**src/rtl/alarm_pkg.sv**
```systemverilog
// Shared definitions for the alarm scheduler: state encoding, default timing
// constants and the counter-width helper.
package alarm_pkg;

    typedef enum logic [1:0] {
        IDLE   = 2'd0,
        RING   = 2'd1,
        SNOOZE = 2'd2
    } state_t;

    localparam int TIME_W      = 21;
    localparam int RING_SECS   = 60;
    localparam int SNOOZE_SECS = 300;
    localparam int MAX_SNOOZE  = 3;

    // A counter that must hold n-1 never needs fewer than one bit.
    function automatic int cnt_width(input int n);
        return (n > 1) ? $clog2(n) : 1;
    endfunction

endpackage

```
**src/rtl/alarm_scheduler_if.sv**
```systemverilog
// Slot-programming, user-request and status bundle of the alarm scheduler.
// The missed flag exists only when ALARM_MISSED_EN is defined.
interface alarm_scheduler_if #(
    parameter int N_SLOTS = 4,
    parameter int TIME_W  = alarm_pkg::TIME_W,
    parameter int IDX_W   = 2
);
    logic [TIME_W-1:0]  count;
    logic               wr_en;
    logic [IDX_W-1:0]   wr_idx;
    logic [TIME_W-1:0]  wr_time;
    logic               wr_on;
    logic               snooze;
    logic               dismiss;
    logic               led3;
    logic               ringing;
    logic [IDX_W-1:0]   active_idx;
    logic [N_SLOTS-1:0] pending;
    logic [1:0]         snooze_left;
`ifdef ALARM_MISSED_EN
    logic               missed;

    modport master (
        output count, wr_en, wr_idx, wr_time, wr_on, snooze, dismiss,
        input  led3, ringing, active_idx, pending, snooze_left, missed
    );
    modport slave (
        input  count, wr_en, wr_idx, wr_time, wr_on, snooze, dismiss,
        output led3, ringing, active_idx, pending, snooze_left, missed
    );
`else
    modport master (
        output count, wr_en, wr_idx, wr_time, wr_on, snooze, dismiss,
        input  led3, ringing, active_idx, pending, snooze_left
    );
    modport slave (
        input  count, wr_en, wr_idx, wr_time, wr_on, snooze, dismiss,
        output led3, ringing, active_idx, pending, snooze_left
    );
`endif
endinterface

```
**src/rtl/alarm_prio_enc.sv**
```systemverilog
// Lowest-index-first priority encoder used to pick the next alarm slot to service.
module alarm_prio_enc #(
    parameter int N_SLOTS = 4,
    parameter int IDX_W   = 2
) (
    input  logic [N_SLOTS-1:0] req_i,
    output logic [IDX_W-1:0]   idx_o,
    output logic               valid_o
);

    // Scanning downward lets the lowest set bit overwrite any higher one.
    always_comb begin
        idx_o   = '0;
        valid_o = 1'b0;
        for (int i = N_SLOTS - 1; i >= 0; i--) begin
            if (req_i[i]) begin
                idx_o   = IDX_W'(i);
                valid_o = 1'b1;
            end
        end
    end

endmodule

```
**src/rtl/alarm_scheduler.sv**
```systemverilog
// Multi-slot alarm controller: slot compare, pending queue and RING/SNOOZE sequencing.
// Define ALARM_MISSED_EN to add the sticky missed flag.
module alarm_scheduler #(
    parameter int N_SLOTS     = 4,
    parameter int TIME_W      = alarm_pkg::TIME_W,
    parameter int RING_SECS   = alarm_pkg::RING_SECS,
    parameter int SNOOZE_SECS = alarm_pkg::SNOOZE_SECS,
    parameter int MAX_SNOOZE  = alarm_pkg::MAX_SNOOZE,
    parameter int IDX_W       = 2
) (
    input  logic             clk_1hz,
    input  logic             rst_n,
    alarm_scheduler_if.slave bus
);
    import alarm_pkg::*;

    localparam int RING_W = cnt_width(RING_SECS);
    localparam int SNZ_W  = cnt_width(SNOOZE_SECS);

    state_t             state_q, state_d;
    logic               led_q, led_d;
    logic [RING_W-1:0]  ring_cnt_q, ring_cnt_d;
    logic [SNZ_W-1:0]   snz_cnt_q, snz_cnt_d;
    logic [IDX_W-1:0]   active_q, active_d;
    logic [1:0]         snz_left_q, snz_left_d;
    logic [N_SLOTS-1:0] pend_q, pend_d, en_q, en_d;
    logic [N_SLOTS-1:0] match, wr_hit, grant_clr, req;
    logic [TIME_W-1:0]  prev_q;
    logic [TIME_W-1:0]  slot_time_q [N_SLOTS];
    logic [TIME_W-1:0]  slot_time_d [N_SLOTS];
    logic [IDX_W-1:0]   grant_idx;
    logic               grant_vld;
    logic               snz_ok;

    assign req    = pend_q | match;
    assign snz_ok = bus.snooze && (snz_left_q != 2'd0);

    alarm_prio_enc #(.N_SLOTS(N_SLOTS), .IDX_W(IDX_W)) u_prio_enc (
        .req_i   (req),
        .idx_o   (grant_idx),
        .valid_o (grant_vld)
    );

    // A match needs a fresh count value, so a held clock fires only once;
    // out-of-range write indices decode to no slot at all.
    always_comb begin
        en_d        = en_q;
        slot_time_d = slot_time_q;
        wr_hit      = '0;
        match       = '0;
        for (int k = 0; k < N_SLOTS; k++) begin
            wr_hit[k] = bus.wr_en && (bus.wr_idx == IDX_W'(k));
            if (wr_hit[k]) begin
                slot_time_d[k] = bus.wr_time;
                en_d[k]        = bus.wr_on;
            end
            match[k] = en_q[k] && (bus.count == slot_time_q[k]) && (bus.count != prev_q);
        end
        grant_clr = ((state_q == IDLE) && grant_vld) ? (N_SLOTS'(1) << grant_idx) : '0;
        pend_d    = (pend_q | match) & ~wr_hit & ~grant_clr;
    end

    always_ff @(posedge clk_1hz or negedge rst_n) begin
        if (!rst_n) begin
            state_q    <= IDLE;
            led_q      <= 1'b0;
            ring_cnt_q <= '0;
            snz_cnt_q  <= '0;
            active_q   <= '0;
            snz_left_q <= 2'(MAX_SNOOZE);
            pend_q     <= '0;
            en_q       <= '0;
            prev_q     <= '0;
            for (int k = 0; k < N_SLOTS; k++) slot_time_q[k] <= '0;
        end else begin
            state_q     <= state_d;
            led_q       <= led_d;
            ring_cnt_q  <= ring_cnt_d;
            snz_cnt_q   <= snz_cnt_d;
            active_q    <= active_d;
            snz_left_q  <= snz_left_d;
            pend_q      <= pend_d;
            en_q        <= en_d;
            prev_q      <= bus.count;
            slot_time_q <= slot_time_d;
        end
    end

    // Dismiss beats snooze, and an allowed snooze beats the ring timeout.
    always_comb begin
        state_d = state_q;
        case (state_q)
            IDLE:    if (grant_vld) state_d = RING;
            RING: begin
                if (bus.dismiss)            state_d = IDLE;
                else if (snz_ok)            state_d = SNOOZE;
                else if (ring_cnt_q == '0)  state_d = IDLE;
            end
            SNOOZE: begin
                if (bus.dismiss)            state_d = IDLE;
                else if (snz_cnt_q == '0)   state_d = RING;
            end
            default:                        state_d = IDLE;
        endcase
    end

    always_comb begin
        led_d      = led_q;
        ring_cnt_d = ring_cnt_q;
        snz_cnt_d  = snz_cnt_q;
        active_d   = active_q;
        snz_left_d = snz_left_q;
        case (state_q)
            IDLE: begin
                if (grant_vld) begin
                    active_d   = grant_idx;
                    led_d      = 1'b1;
                    ring_cnt_d = RING_W'(RING_SECS - 1);
                    snz_left_d = 2'(MAX_SNOOZE);
                end
            end
            RING: begin
                if (bus.dismiss) begin
                    led_d = 1'b0;
                end else if (snz_ok) begin
                    led_d      = 1'b0;
                    snz_cnt_d  = SNZ_W'(SNOOZE_SECS - 1);
                    snz_left_d = snz_left_q - 2'd1;
                end else if (ring_cnt_q == '0) begin
                    led_d = 1'b0;
                end else begin
                    led_d      = ~led_q;
                    ring_cnt_d = ring_cnt_q - RING_W'(1);
                end
            end
            SNOOZE: begin
                if (bus.dismiss) begin
                    led_d = 1'b0;
                end else if (snz_cnt_q == '0) begin
                    led_d      = 1'b1;
                    ring_cnt_d = RING_W'(RING_SECS - 1);
                end else begin
                    snz_cnt_d = snz_cnt_q - SNZ_W'(1);
                end
            end
            default: led_d = 1'b0;
        endcase
    end

    assign bus.led3        = led_q;
    assign bus.ringing     = (state_q == RING);
    assign bus.active_idx  = active_q;
    assign bus.pending     = pend_q;
    assign bus.snooze_left = snz_left_q;

`ifdef ALARM_MISSED_EN
    logic               missed_q, missed_d;
    logic [N_SLOTS-1:0] active_oh;

    // A repeat match on a queued or currently serviced slot is remembered until dismiss.
    always_comb begin
        active_oh = (state_q != IDLE) ? (N_SLOTS'(1) << active_q) : '0;
        missed_d  = (missed_q & ~bus.dismiss) | (|(match & (pend_q | active_oh)));
    end

    always_ff @(posedge clk_1hz or negedge rst_n) begin
        if (!rst_n) missed_q <= 1'b0;
        else        missed_q <= missed_d;
    end

    assign bus.missed = missed_q;
`endif

endmodule

```
**src/flat_wrapper.sv**
```systemverilog
// flat-port wrapper written by rule: the top's interface ports become plain ports
module alarm_scheduler_flat import alarm_pkg::*;
#(
    parameter int N_SLOTS     = 4,
    parameter int TIME_W      = alarm_pkg::TIME_W,
    parameter int RING_SECS   = alarm_pkg::RING_SECS,
    parameter int SNOOZE_SECS = alarm_pkg::SNOOZE_SECS,
    parameter int MAX_SNOOZE  = alarm_pkg::MAX_SNOOZE,
    parameter int IDX_W       = 2
)
  (clk_1hz, rst_n, bus_count, bus_wr_en, bus_wr_idx, bus_wr_time, bus_wr_on, bus_snooze, bus_dismiss, bus_led3, bus_ringing, bus_active_idx, bus_pending, bus_snooze_left);
  alarm_scheduler_if #(.N_SLOTS(N_SLOTS), .TIME_W(TIME_W), .IDX_W(IDX_W)) bus_i ();
  input  logic clk_1hz;
  input  logic rst_n;
  input wire logic [$bits(bus_i.count)-1:0] bus_count;
  input wire logic [$bits(bus_i.wr_en)-1:0] bus_wr_en;
  input wire logic [$bits(bus_i.wr_idx)-1:0] bus_wr_idx;
  input wire logic [$bits(bus_i.wr_time)-1:0] bus_wr_time;
  input wire logic [$bits(bus_i.wr_on)-1:0] bus_wr_on;
  input wire logic [$bits(bus_i.snooze)-1:0] bus_snooze;
  input wire logic [$bits(bus_i.dismiss)-1:0] bus_dismiss;
  output wire logic [$bits(bus_i.led3)-1:0] bus_led3;
  output wire logic [$bits(bus_i.ringing)-1:0] bus_ringing;
  output wire logic [$bits(bus_i.active_idx)-1:0] bus_active_idx;
  output wire logic [$bits(bus_i.pending)-1:0] bus_pending;
  output wire logic [$bits(bus_i.snooze_left)-1:0] bus_snooze_left;
  assign bus_i.count = bus_count;
  assign bus_i.wr_en = bus_wr_en;
  assign bus_i.wr_idx = bus_wr_idx;
  assign bus_i.wr_time = bus_wr_time;
  assign bus_i.wr_on = bus_wr_on;
  assign bus_i.snooze = bus_snooze;
  assign bus_i.dismiss = bus_dismiss;
  assign bus_led3 = bus_i.led3;
  assign bus_ringing = bus_i.ringing;
  assign bus_active_idx = bus_i.active_idx;
  assign bus_pending = bus_i.pending;
  assign bus_snooze_left = bus_i.snooze_left;
  alarm_scheduler #(.N_SLOTS(N_SLOTS), .TIME_W(TIME_W), .RING_SECS(RING_SECS), .SNOOZE_SECS(SNOOZE_SECS), .MAX_SNOOZE(MAX_SNOOZE), .IDX_W(IDX_W)) u_core (.clk_1hz(clk_1hz), .rst_n(rst_n), .bus(bus_i));
endmodule
```
**config.mk**
```make
export PLATFORM = sky130hd
export DESIGN_NAME = alarm_scheduler_flat
export DESIGN_NICKNAME = d
export VERILOG_FILES = /design/src/rtl/alarm_pkg.sv /design/src/rtl/alarm_scheduler_if.sv /design/src/rtl/alarm_prio_enc.sv /design/src/rtl/alarm_scheduler.sv /design/src/flat_wrapper.sv
export SDC_FILE = /design/constraint.sdc
export NUM_CORES = 1
export LEC_CHECK = 0
export CELL_PAD_IN_SITES_DETAIL_PLACEMENT = 0
export CELL_PAD_IN_SITES_GLOBAL_PLACEMENT = 1
export CORE_MARGIN = 8
export CORE_UTILIZATION = 50
export DETAILED_ROUTE_END_ITERATION = 8
export GPL_ROUTABILITY_DRIVEN = 0
export PLACE_DENSITY_LB_ADDON = 0.1
export SETUP_SLACK_MARGIN = 0.02
export SLEW_MARGIN = 40
export SYNTH_ARGS = -nofsm -noshare
export SYNTH_HDL_FRONTEND = slang
export SYNTH_HIERARCHICAL = 1
export SYNTH_SLANG_ARGS = --single-unit
```
**constraint.sdc**
```tcl
create_clock -name clk_1hz -period 7.05 [get_ports clk_1hz]
set_input_delay 1.41 -clock clk_1hz [delete_from_list [all_inputs] [get_ports clk_1hz]]
set_output_delay 1.41 -clock clk_1hz [all_outputs]
set_load 0.02 [all_outputs]
```
== Word level (Yosys, flattened, before mapping) ==
Index checks and enable logic that the tools add are counted.
Storage, ports and cells
  output and inout port bits: 10
  bits in latches: 0
  bits in read-only memories: 0
  register bits: 135
  bits of input ports: 50
  memories: 0
  bits in writable memories: 0
Operators by class
  shift operators: 1
  reduce and logical (&&, ||, !) cells: 28
  divide/modulo/power cells: 0
  $mul: 0
  bitwise operators: 6
  equality and inequality tests: 20
  magnitude comparators: 0
  muxes and demuxes: 39
  $add $sub $neg: 3
Operators with widths (number)
  21-bit equality test: 4
  6-bit 2-to-1 mux: 6
  9-bit 2-to-1 mux: 4
  2-bit 2-to-1 mux: 13
  21-bit inequality test: 1
  6-bit case mux with 3 select lines: 1
  9-bit case mux with 2 select lines: 1
  1-bit logical AND: 14
  1-bit 2-to-1 mux: 10
  2-bit inequality test (second input constant): 5
  9-bit logical NOT: 1
  9-bit by 1-bit subtractor with 9-bit output (second input constant): 1
  4-bit AND: 2
  4-bit NOT: 2
  7-bit AND reduction: 1
  2-bit equality test (second input constant): 3
  6-bit logical NOT: 1
  2-bit by 1-bit inequality test with 1-bit output (second input constant): 3
  2-bit case mux with 3 select lines: 1
  2-bit nonzero test: 3
  6-bit by 1-bit subtractor with 6-bit output (second input constant): 1
  5-bit AND reduction: 1
  2-bit by 1-bit equality test with 1-bit output (second input constant): 2
  2-bit logical NOT: 2
  other kinds (13): 14

== Depth between registers and ports, before layout ==
Gate-level depths: netlist of the first run.
  word-level depth: 12
  gate-level depth with buffers: 12

== Modules after synthesis ==
Netlist of the first run, hierarchy kept.
By module, submodules not included
  alarm_scheduler: cells an instance 524, times used 1, seq. area each 3380.7 µm², area each 6461.2 µm²
  alarm_prio_enc: cells an instance 7, times used 1, seq. area each 0.0 µm², area each 35.0 µm²

== Worst setup path after synthesis of the first run ==
No wires, ideal clock.
  kind: input to register
  from: input port bus_count[10]
  to: register u_core.ring_cnt_q[0]
  stages: 11
  arrival: 3.518 ns
  path slack: 3.404 ns
  data required time: 6.922 ns
  cells stage by stage: clkbuf_1 > xor2_1 > nor4_1 > nand4_1 > o211ai_1 > nand2_1 > nor2_1 > nand2_1 > a21oi_1 > a21oi_4 > mux2_1
On the way
  elaborated cells on any way between the ends: 20
  classes of those cells: eq/ne (6); mux (4); bitwise (1); reduce/logical (9)
RTL lines
  start: declaration: RTL line flat_wrapper.sv:15  | input wire logic [$bits(bus_i.count)-1:0] bus_count;
  21-bit equality test: RTL line alarm_scheduler.sv:57  | match[k] = en_q[k] && (bus.count == slot_time_q[k]) && (bus.count != prev_q);
  1-bit logical AND: RTL line alarm_scheduler.sv:57
  1-bit logical AND *: RTL line alarm_scheduler.sv:57
  4-bit OR *: RTL line alarm_scheduler.sv:35  | assign req = pend_q | match;
  net u_core.req[2]: RTL line alarm_scheduler.sv:27  | logic [N_SLOTS-1:0] match, wr_hit, grant_clr, req;
  1-bit 2-to-1 mux * (3 in a row): RTL line alarm_prio_enc.sv:16  | if (req_i[i]) begin
  net u_core.grant_vld: RTL line alarm_scheduler.sv:32  | logic grant_vld;
  2-bit by 1-bit inequality test with 1-bit output (no source line) *
  7-bit AND reduction (no source line) *
  end signal: assignment: RTL line alarm_scheduler.sv:78  | ring_cnt_q <= ring_cnt_d;
  end: declaration: RTL line alarm_scheduler.sv:22  | logic [RING_W-1:0] ring_cnt_q, ring_cnt_d;
The timed path passes the listed nets; every way through them passes the cells marked *.
A chain may end at the register's enable or synchronous reset.

== Final worst setup path of the first run ==
Same ends and word-level chain as after synthesis.

==> flow_metrics.env, run 1 <==
export IMPL_status="finished, final reports clean"
export IMPL_cts_resized=0
export IMPL_drt_total_wl_um=14700
export IMPL_worst_setup_path_start_kind="primary input"
export IMPL_grt_overflow=0
export IMPL_hold_depth=2
export IMPL_relSlewSlack_pct=56.7
export IMPL_drtPass1Iterations=4
export IMPL_critPathRequiredTime_ns=7.35
export IMPL_die_w_um=130
export IMPL_area_growth_pct=20.4
export IMPL_yosysTopAreaCell="dfrtp_1"
export IMPL_root_buffer="clkbuf_16"
export IMPL_synth_cell_area_um2=6500
export IMPL_ff2ff_path_depth=10
export IMPL_cts_tree="yes"
export IMPL_period_share_pct=60.4
export IMPL_fmax_mhz=235
export IMPL_row_count=41
export IMPL_h_tree_depth=4
export IMPL_p_sw_w=0.000671
export IMPL_finalSetupViolations=0
export IMPL_clk_pin_slew_ns=0.06
export IMPL_synth_top_area_share_pct=51.2
export IMPL_max_stage_delay_ns=0.58
export IMPL_slowest_stage="clkdlybuf4s50_1"
export IMPL_maxCapViolations=0
export IMPL_powerDensity_nw_per_um2=304
export IMPL_drv_slew=0
export IMPL_ys_async_sr_fraction_pct=100
export IMPL_ys_flop_type="dfrtp_1"
export IMPL_grt_max_degree=82
export IMPL_final_min_clock_period_ns=4.26
export IMPL_hold_viol=0
export IMPL_cpMostUsedCell="nand2_1"
export IMPL_clock_latency_ns=0.42
export IMPL_p_leak_nw=3.17
export IMPL_syn_avg_cell_area_um2=12.2
export IMPL_cts_sinks=135
export IMPL_post_route_util_pct=61.7
export IMPL_antenna_found_initial=0
export IMPL_syn_inst=531
export IMPL_fill_cells=1060
export IMPL_n_antenna_cell=0
export IMPL_swShare_pct=28.2
export IMPL_finalNonFillerCells=770
export IMPL_track_usage_pct=18.9
export IMPL_final_nets=639
export IMPL_synth_edf_count=0
export IMPL_synth_seq_cells=135
export IMPL_ir_drop_mv=0.208
export IMPL_hp_class="register to register"
export IMPL_rsz0062_at_grt="no"
export IMPL_critPathArrivalTime_ns=4.56
export IMPL_vias_per_cell=5.28
export IMPL_numCtsBuffers=17
export IMPL_tns_ns=0
export IMPL_worst_setup_path_end_kind="register"
export IMPL_dpl_hpwl_um=10500
export IMPL_path_cells="clkdlybuf4s50_1, xor2_1, nor4_1, nand4_1, o211ai_1, nand2_1, nor2_1, nand2_1, a21oi_1, a21oi_4, mux2_1"
export IMPL_worst_pin_slew_ns=0.643
export IMPL_placed_cells=737
export IMPL_hold_buffers=0
export IMPL_min_to="u_core/bus.active_idx[1]"
export IMPL_ys_seq_area_share_pct=52.0
export IMPL_drc=0
export IMPL_p_int_w=0.00171
export IMPL_synthTopCellsByCount="dfrtp_1, mux2_2, xnor2_1"
export IMPL_vias=4067
export IMPL_post_drt_wl_per_cell_um=19.1
export IMPL_cts_buffer_depth=2
export IMPL_reg2reg_to="u_core/ring_cnt_q[0]"
export IMPL_coreArea_um2=12700
export IMPL_worst_path_max_fanout=6
export IMPL_combPwrFrac_pct=20.5
export IMPL_ys_warn_count=6
export IMPL_drt_iter0_markers=162
export IMPL_start_util_pct=51.3
export IMPL_dieArea_um2=16900
export IMPL_grt_pass1_wl_um=23900
export IMPL_worst_r2r_setup_slack_ns=4.10
export IMPL_placed_cell_area_um2=7220
export IMPL_cp_startpoint="bus_count[10]"
export IMPL_post_cts_buffers=0
export IMPL_r2r_start="u_core/prev_q[10]"
export IMPL_synth_cell_type_count=47
export IMPL_drtAntennaViolNets=0
export IMPL_p_seq_share_pct=43.6
export IMPL_fin_area_um2=7820
export IMPL_synth_area_top_cells="dfrtp_1, mux2_2, xnor2_1"
export IMPL_hold_path_startpoint="u_core/bus.active_idx[1]"
export IMPL_worst_setup_path_type="primary input to register"
export IMPL_io_buffer_count=59
export IMPL_drive_gt1_share_pct=23.1
export IMPL_clockPowerShare_pct=35.9
export IMPL_die_h_um=130
export IMPL_synth_nets=585
export IMPL_grt_pass1_vias=4381
export IMPL_synthMostInstantiatedCell="dfrtp_1"
export IMPL_fin_skew_ns=0.0108
export IMPL_ioPinCount=60
## worst max path at each step
stage	depth (start not counted)	slack (ns)	endpoint
detailed placement	11	2.38	u_core/ring_cnt_q[0]
finish	11	2.79	u_core/ring_cnt_q[0]
floorplan	11	3.40	u_core/ring_cnt_q[0]
CTS	11	2.80	u_core/ring_cnt_q[0]
global route	11	2.49	u_core/ring_cnt_q[0]
global placement	11	2.46	u_core/ring_cnt_q[0]
## cells in the final DEF, fill, tap and decap left out, types with 2 or more instances in the layout
master / n
a211oi_1: 4
a21oi_1: 8
a21oi_4: 2
and3_1: 4
buf_4: 4
buf_6: 2
bufinv_16: 2
clkbuf_1: 3
clkbuf_16: 17
clkbuf_8: 2
clkdlybuf4s50_1: 58
clkinv_2: 7
dfrtp_1: 133
dfstp_2: 2
ha_1: 4
inv_1: 15
mux2_2: 88
mux2i_1: 2
nand2_1: 25
nand2b_1: 2
nand3_1: 9
nand3b_1: 3
nand4_1: 19
nor2_1: 17
nor3_1: 6
nor4_1: 11
o211ai_1: 3
o21ai_0: 8
o22ai_1: 2
or3_1: 3
xnor2_1: 75
xor2_1: 36
## power groups by stage
stage | combinational (W) | sequential [W] | clock, W
2_1_floorplan | 0.000329 | 0.00103 | 0
3_3_place_gp | 0.000481 | 0.00104 | 0
3_5_place_dp | 0.000489 | 0.00105 | 0
4_1_cts | 0.000492 | 0.00104 | 0.000868
5_1_grt | 0.000535 | 0.00106 | 0.000905
6_report | 0.000488 | 0.00104 | 0.000854
## metrics by stage
stage	hold slack, ns	worst slack [ns]	power, W
2_1_floorplan	0.462	3.40	0.00136
3_3_place_gp	0.479	2.46	0.00152
3_5_place_dp	0.488	2.38	0.00154
4_1_cts	0.506	2.80	0.00240
5_1_grt	0.522	2.49	0.00250
6_report	0.490	2.79	0.00238
## cell type report
type | instances | area, um2 | share of cell area [%]
flip-flops and latches | 135 | 3380 | 43.2
clock inverters | 10 | 103 | 1.31
well taps | 172 | 215 | 2.75
inverters | 15 | 56.3 | 0.720
repair buffers | 65 | 661 | 8.45
multi-input cells | 351 | 2940 | 37.6
clock buffers | 22 | 464 | 5.94
## metal layers
layer	GRT usage, %	up-vias	share of wire, %
met5	0	-	0
met4	6.49	0	1.3
met3	4.37	16	3.6
met2	31.0	74	49
met1	24.3	2041	46
li1	-	1936	-
## kinds of logic after synthesis
group           Yosys count  synth area share, %
mux                      91                 15.7
fa+ha+maj                 4                0.770
buf+inv                  45                 2.79
flops                   135                 52.0
simple gates            112                 9.84
xor+xnor                111                 15.0
compound gates           33                 3.85
## worst max-delay path: cells and delay by family
kind | cells | cell delay [ns]
xor+xnor | 1 | 0.23
buf+inv | 1 | 0.58
mux | 1 | 0.33
simple gates | 5 | 1.15
compound gates | 3 | 0.85
## flip-flops by register name (all words and copies together) (netlist names), 2 cells and up
name / cells
u_core/bus.active_idx: 2
u_core/bus.pending: 4
u_core/bus.snooze_left: 2
u_core/en_q: 4
u_core/prev_q: 21
u_core/ring_cnt_q: 6
u_core/slot_time_q: 84
u_core/snz_cnt_q: 9
u_core/state_q: 2
No activity file was read; power rests on OpenSTA's default activity.
==> run 2: changes to the inputs <==
Settings changed: CORE_UTILIZATION 50 to 47.
Clock period 7.05 ns to 3.94 ns, I/O delays scaled along.
==> run 2 against run 1 <==
- core utilization is 3.6 points lower
- worst hold slack got worse by 0.080 ns
- largest cell class unchanged
- first-iteration DRC count grew 7.4%
==> flow_metrics.env, run 2 (synthesis results as in run 1) <==
export IMPL_status="finished, final reports clean"
export IMPL_cts_resized=0
export IMPL_period_share_pct=89.5
export IMPL_root_buffer="clkbuf_16"
export IMPL_drtAntennaViolNets=0
export IMPL_grt_pass1_vias=4390
export IMPL_hold_buffers=0
export IMPL_worst_r2r_setup_slack_ns=1.01
export IMPL_drt_total_wl_um=14700
export IMPL_vias_per_cell=5.18
export IMPL_clk_pin_slew_ns=0.06
export IMPL_largest_register="u_core/slot_time_q"
export IMPL_maxCapViolations=0
export IMPL_h_tree_depth=4
export IMPL_antenna_found_initial=0
export IMPL_rsz0062_at_grt="no"
export IMPL_drc=0
export IMPL_hp_class="primary input to async pin"
export IMPL_drive_gt1_share_pct=24.3
export IMPL_critPathArrivalTime_ns=3.83
export IMPL_final_min_clock_period_ns=3.53
export IMPL_track_usage_pct=17.5
export IMPL_critPathRequiredTime_ns=4.24
export IMPL_path_buf_inv=2
export IMPL_worst_pin_slew_ns=0.735
export IMPL_cpMostUsedCell="nand2_1"
export IMPL_tns_ns=0
export IMPL_cts_buffer_depth=2
export IMPL_ff2ff_path_depth=11
export IMPL_post_cts_buffers=0
export IMPL_grt_max_degree=89
export IMPL_slowest_stage="nor4_1"
export IMPL_drtPass1Iterations=4
export IMPL_placed_cells=753
export IMPL_fin_skew_ns=0.00688
export IMPL_final_nets=646
export IMPL_grt_overflow=0
export IMPL_post_drt_wl_per_cell_um=18.8
export IMPL_drv_slew=0
export IMPL_clock_latency_ns=0.42
export IMPL_fmax_mhz=283
export IMPL_ioPinCount=60
export IMPL_die_w_um=134
export IMPL_ir_drop_mv=0.341
export IMPL_worst_setup_path_type="primary input to register"
export IMPL_start_util_pct=47.5
export IMPL_final_common_cell="dfrtp_1"
export IMPL_row_count=43
export IMPL_drt_iter0_markers=174
export IMPL_vias=4063
export IMPL_die_h_um=134
export IMPL_worst_setup_path_start_kind="primary input"
export IMPL_largestRegisters="u_core/slot_time_q (84), u_core/prev_q (21), u_core/snz_cnt_q (9)"
export IMPL_hold_viol=0
export IMPL_numCtsBuffers=17
export IMPL_final_cell_mix="dfrtp_1, mux2_2, xnor2_1"
export IMPL_relSlewSlack_pct=51.0
export IMPL_finalPower_w=0.00443
export IMPL_cts_sinks=135
export IMPL_grt_pass1_wl_um=23800
export IMPL_p_leak_nw=3.22
export IMPL_io_buffer_count=59
export IMPL_cts_tree="yes"
export IMPL_largest_reg_flops=84
export IMPL_area_growth_pct=22.3
export IMPL_dieArea_um2=17800
export IMPL_path_cells="clkdlybuf4s50_1, xnor2_1, nand4_1, nor4_1, nand2_1, o21bai_1, nor2_1, nand2_1, a21oi_1, buf_4, a21oi_4, mux2_1"
export IMPL_reg2reg_to="u_core/ring_cnt_q[0]"
export IMPL_cpLargestDelayFamily="simple AND/OR/NAND/NOR gates"
export IMPL_n_antenna_cell=0
export IMPL_fill_cells=1153
export IMPL_powerDensity_nw_per_um2=558
export IMPL_dpl_hpwl_um=10600
export IMPL_finalSetupViolations=0
export IMPL_finalNonFillerCells=785
export IMPL_coreArea_um2=13700
export IMPL_worst_path_max_fanout=6
export IMPL_max_stage_delay_ns=0.65
export IMPL_post_route_util_pct=58.1
export IMPL_worst_setup_path_end_kind="register"
export IMPL_r2r_start="u_core/prev_q[10]"
-- run 2: changes by cell type in the layout (fill, tap and decap cells not counted) --
cell,change
bufinv_16,+2
clkbuf_1,-2
inv_6,+3
buf_12,+1
inv_8,+1
clkinv_2,-6
clkinv_4,+1
buf_4,+8
buf_16,-1
buf_6,-2
clkinvlp_4,+2
-- run 2: where the power goes --
group          total, W  switching [W]  internal [W]
sequential      0.00185       0.000206       0.00165
clock           0.00171       0.000620       0.00108
combinational  0.000873       0.000409      0.000465
-- run 2: how the worst max path moves through the flow --
stage | start | endpoint | slack (ns) | depth (start not counted)
2_1_floorplan | bus_count[10] | u_core/ring_cnt_q[0] | 0.92 | 11
3_3_place_gp | bus_count[7] | u_core/ring_cnt_q[0] | 0.02 | 12
3_5_place_dp | bus_count[7] | u_core/ring_cnt_q[0] | 0.002 | 12
4_1_cts | bus_count[20] | u_core/ring_cnt_q[0] | 0.46 | 12
5_1_grt | bus_count[13] | u_core/ring_cnt_q[5] | 0.27 | 13
6_report | bus_count[20] | u_core/ring_cnt_q[0] | 0.41 | 12
-- run 2: through the flow --
stage / worst slack, ns / instance area, um2 / hold slack, ns
floorplan: 0.916 / 6500 / 0.462
global placement: 0.0206 / 7300 / 0.480
detailed placement: 0.00166 / 7300 / 0.492
CTS: 0.456 / 7940 / 0.470
global route: 0.275 / 7940 / 0.482
finish: 0.412 / 7940 / 0.410
-- run 2: worst register-to-register path, stage by stage, from the launching register on --
cell      delay, ns
dfrtp_1        0.37
xor2_1         0.14
nor4_1         0.55
nand4_1        0.33
o211ai_1       0.32
nand2_1        0.14
nor2_1         0.12
nand2_1        0.11
a21oi_1        0.17
buf_4          0.16
a21oi_4        0.08
mux2_1         0.32
-- run 2: cell type report --
cell class	instances	area (um2)	area share, %
inverter	15	56.3	0.709
timing repair buffer	72	704	8.87
clock inverter	13	194	2.44
clock buffer	19	443	5.58
multi-input combinational	351	2940	37.0
sequential	135	3380	42.6
tap	180	225	2.84
-- run 2: layer usage --
metal  track usage, %  wire length, um  part of all wire [%]
met4             5.99              178                   1.2
met3             4.48              521                   3.5
met5                0                0                     0
met2             28.9             7320                    50
met1             21.9             6720                    46
==> run 3: changes to the inputs <==
Settings changed: SLEW_MARGIN 40 to 20.
==> run 3 against run 2 <==
- first-iteration DRC count shrank 2.9%
- sequential share of layout area is essentially flat
- core utilization is essentially flat
- sequential cell count is the same
- critical path type unchanged
- sequential power is essentially flat
- combinational power is essentially flat
- die area is the same
- critical endpoint unchanged
==> flow_metrics.env, run 3 (synthesis results as in run 1) <==
export IMPL_status="finished, final reports clean"
export IMPL_period_share_pct=88.8
export IMPL_largest_reg_flops=84
export IMPL_dieArea_um2=17800
export IMPL_cts_sinks=135
export IMPL_antenna_found_initial=0
export IMPL_maxCapViolations=0
export IMPL_vias=4061
export IMPL_whs_ns=0.441
export IMPL_clk_pin_slew_ns=0.06
export IMPL_h_tree_depth=4
export IMPL_hold_buffers=0
export IMPL_final_common_cell="dfrtp_1"
export IMPL_vias_per_cell=5.17
export IMPL_fmax_mhz=286
export IMPL_largest_register="u_core/slot_time_q"
export IMPL_area_growth_pct=22.2
export IMPL_placed_cells=753
export IMPL_die_w_um=134
export IMPL_start_util_pct=47.5
export IMPL_final_cell_mix="dfrtp_1, mux2_2, xnor2_1"
export IMPL_drive_gt1_share_pct=24.3
export IMPL_finalSetupViolations=0
export IMPL_worst_setup_path_start_kind="primary input"
export IMPL_dpl_hpwl_um=10600
export IMPL_io_buffer_count=59
export IMPL_worst_path_max_fanout=6
export IMPL_rsz0062_at_grt="no"
export IMPL_dr_max_layer_used="met4"
export IMPL_critPathRequiredTime_ns=4.24
export IMPL_grt_max_degree=89
export IMPL_track_usage_pct=17.5
export IMPL_largestRegisters="u_core/slot_time_q (84), u_core/prev_q (21), u_core/snz_cnt_q (9)"
export IMPL_clock_latency_ns=0.42
export IMPL_p_leak_nw=3.22
export IMPL_powerDensity_nw_per_um2=558
export IMPL_drtAntennaViolNets=0
export IMPL_final_min_clock_period_ns=3.50
export IMPL_fin_skew_ns=0.00590
export IMPL_wl_met2_um=7310
export IMPL_worst_setup_path_end_kind="register"
export IMPL_drt_total_wl_um=14800
export IMPL_numCtsBuffers=17
export IMPL_tns_ns=0
export IMPL_grt_pass1_wl_um=23800
export IMPL_ioPinCount=60
export IMPL_wl_met3_um=517
export IMPL_drv_slew=0
export IMPL_worst_pin_slew_ns=0.835
export IMPL_hp_class="primary input to async pin"
export IMPL_root_buffer="clkbuf_16"
export IMPL_coreArea_um2=13700
export IMPL_cts_buffer_depth=2
export IMPL_post_drt_wl_per_cell_um=18.8
export IMPL_finalNonFillerCells=785
export IMPL_die_h_um=134
export IMPL_ir_drop_mv=0.341
export IMPL_wl_met1_um=6830
export IMPL_row_count=43
export IMPL_cts_tree="yes"
export IMPL_hold_viol=0
export IMPL_final_nets=646
export IMPL_ff2ff_path_depth=11
export IMPL_grt_overflow=0
export IMPL_grt_pass1_vias=4390
export IMPL_n_antenna_cell=0
export IMPL_drc=0
export IMPL_drtPass1Iterations=4
export IMPL_post_cts_buffers=0
export IMPL_relSlewSlack_pct=44.3
export IMPL_critPathArrivalTime_ns=3.80
export IMPL_drt_iter0_markers=169
export IMPL_worst_setup_path_type="primary input to register"
export IMPL_cts_resized=0
==> run 3: per-stage QoR <==
stage	setup slack (ns)	utilization, %	area [um2]	total power (W)
after floorplan	0.916	-	6500	0.00244
after global placement	0.0206	53.4	7300	0.00273
after detailed placement	0.00166	53.4	7300	0.00276
after CTS	0.456	58.1	7940	0.00448
after global routing	0.275	58.1	7940	0.00465
final	0.440	58.1	7940	0.00443
==> run 3: critical path, stage by stage <==
cell	delay [ns]
clkdlybuf4s50_1	0.57
xnor2_1	0.34
nand4_1	0.16
nor4_1	0.63
nand2_1	0.12
o21bai_1	0.19
nor2_1	0.08
nand2_1	0.14
a21oi_1	0.09
buf_4	0.16
a21oi_4	0.20
mux2_1	0.34
==> run 3: power by group <==
| group | leakage [nW] | internal [W] | switching (W) |
|---|---|---|---|
| registers | 1.59 | 0.00165 | 0.000207 |
| logic | 1.33 | 0.000464 | 0.000411 |
| clock network | 0.303 | 0.00108 | 0.000621 |
| total | 3.22 | 0.00320 | 0.00124 |
==> run 3: path summary, 6_finish.rpt <==
path	start	endpoint	slack [ns]
setup / recovery	bus_count[20]	u_core/ring_cnt_q[0]	0.44
setup reg to reg	u_core/prev_q[10]	u_core/ring_cnt_q[0]	1.02
hold / removal	rst_n	u_core/snz_cnt_q[3]	0.44
max in group asynchronous	rst_n	u_core/slot_time_q[23]	2.77
min in group clk_1hz	u_core/bus.active_idx[1]	u_core/bus.active_idx[1]	0.49
hold reg to reg	u_core/bus.active_idx[1]	u_core/bus.active_idx[1]	0.49
==> run 3: per-layer routing <==
layer	vias up	track usage, %
met5	-	0
met3	11	4.48
li1	1951	-
met2	73	28.9
met1	2026	21.9
met4	0	5.99
==> run 3: cell type report <==
cell class,instances,area (um2)
Clock buffer,19,443
Clock inverter,13,194
Fill cell,1154,5730
Inverter,15,56.3
Multi-Input combinational cell,351,2940
Sequential cell,135,3380
Tap cell,180,225
Timing Repair Buffer,72,702
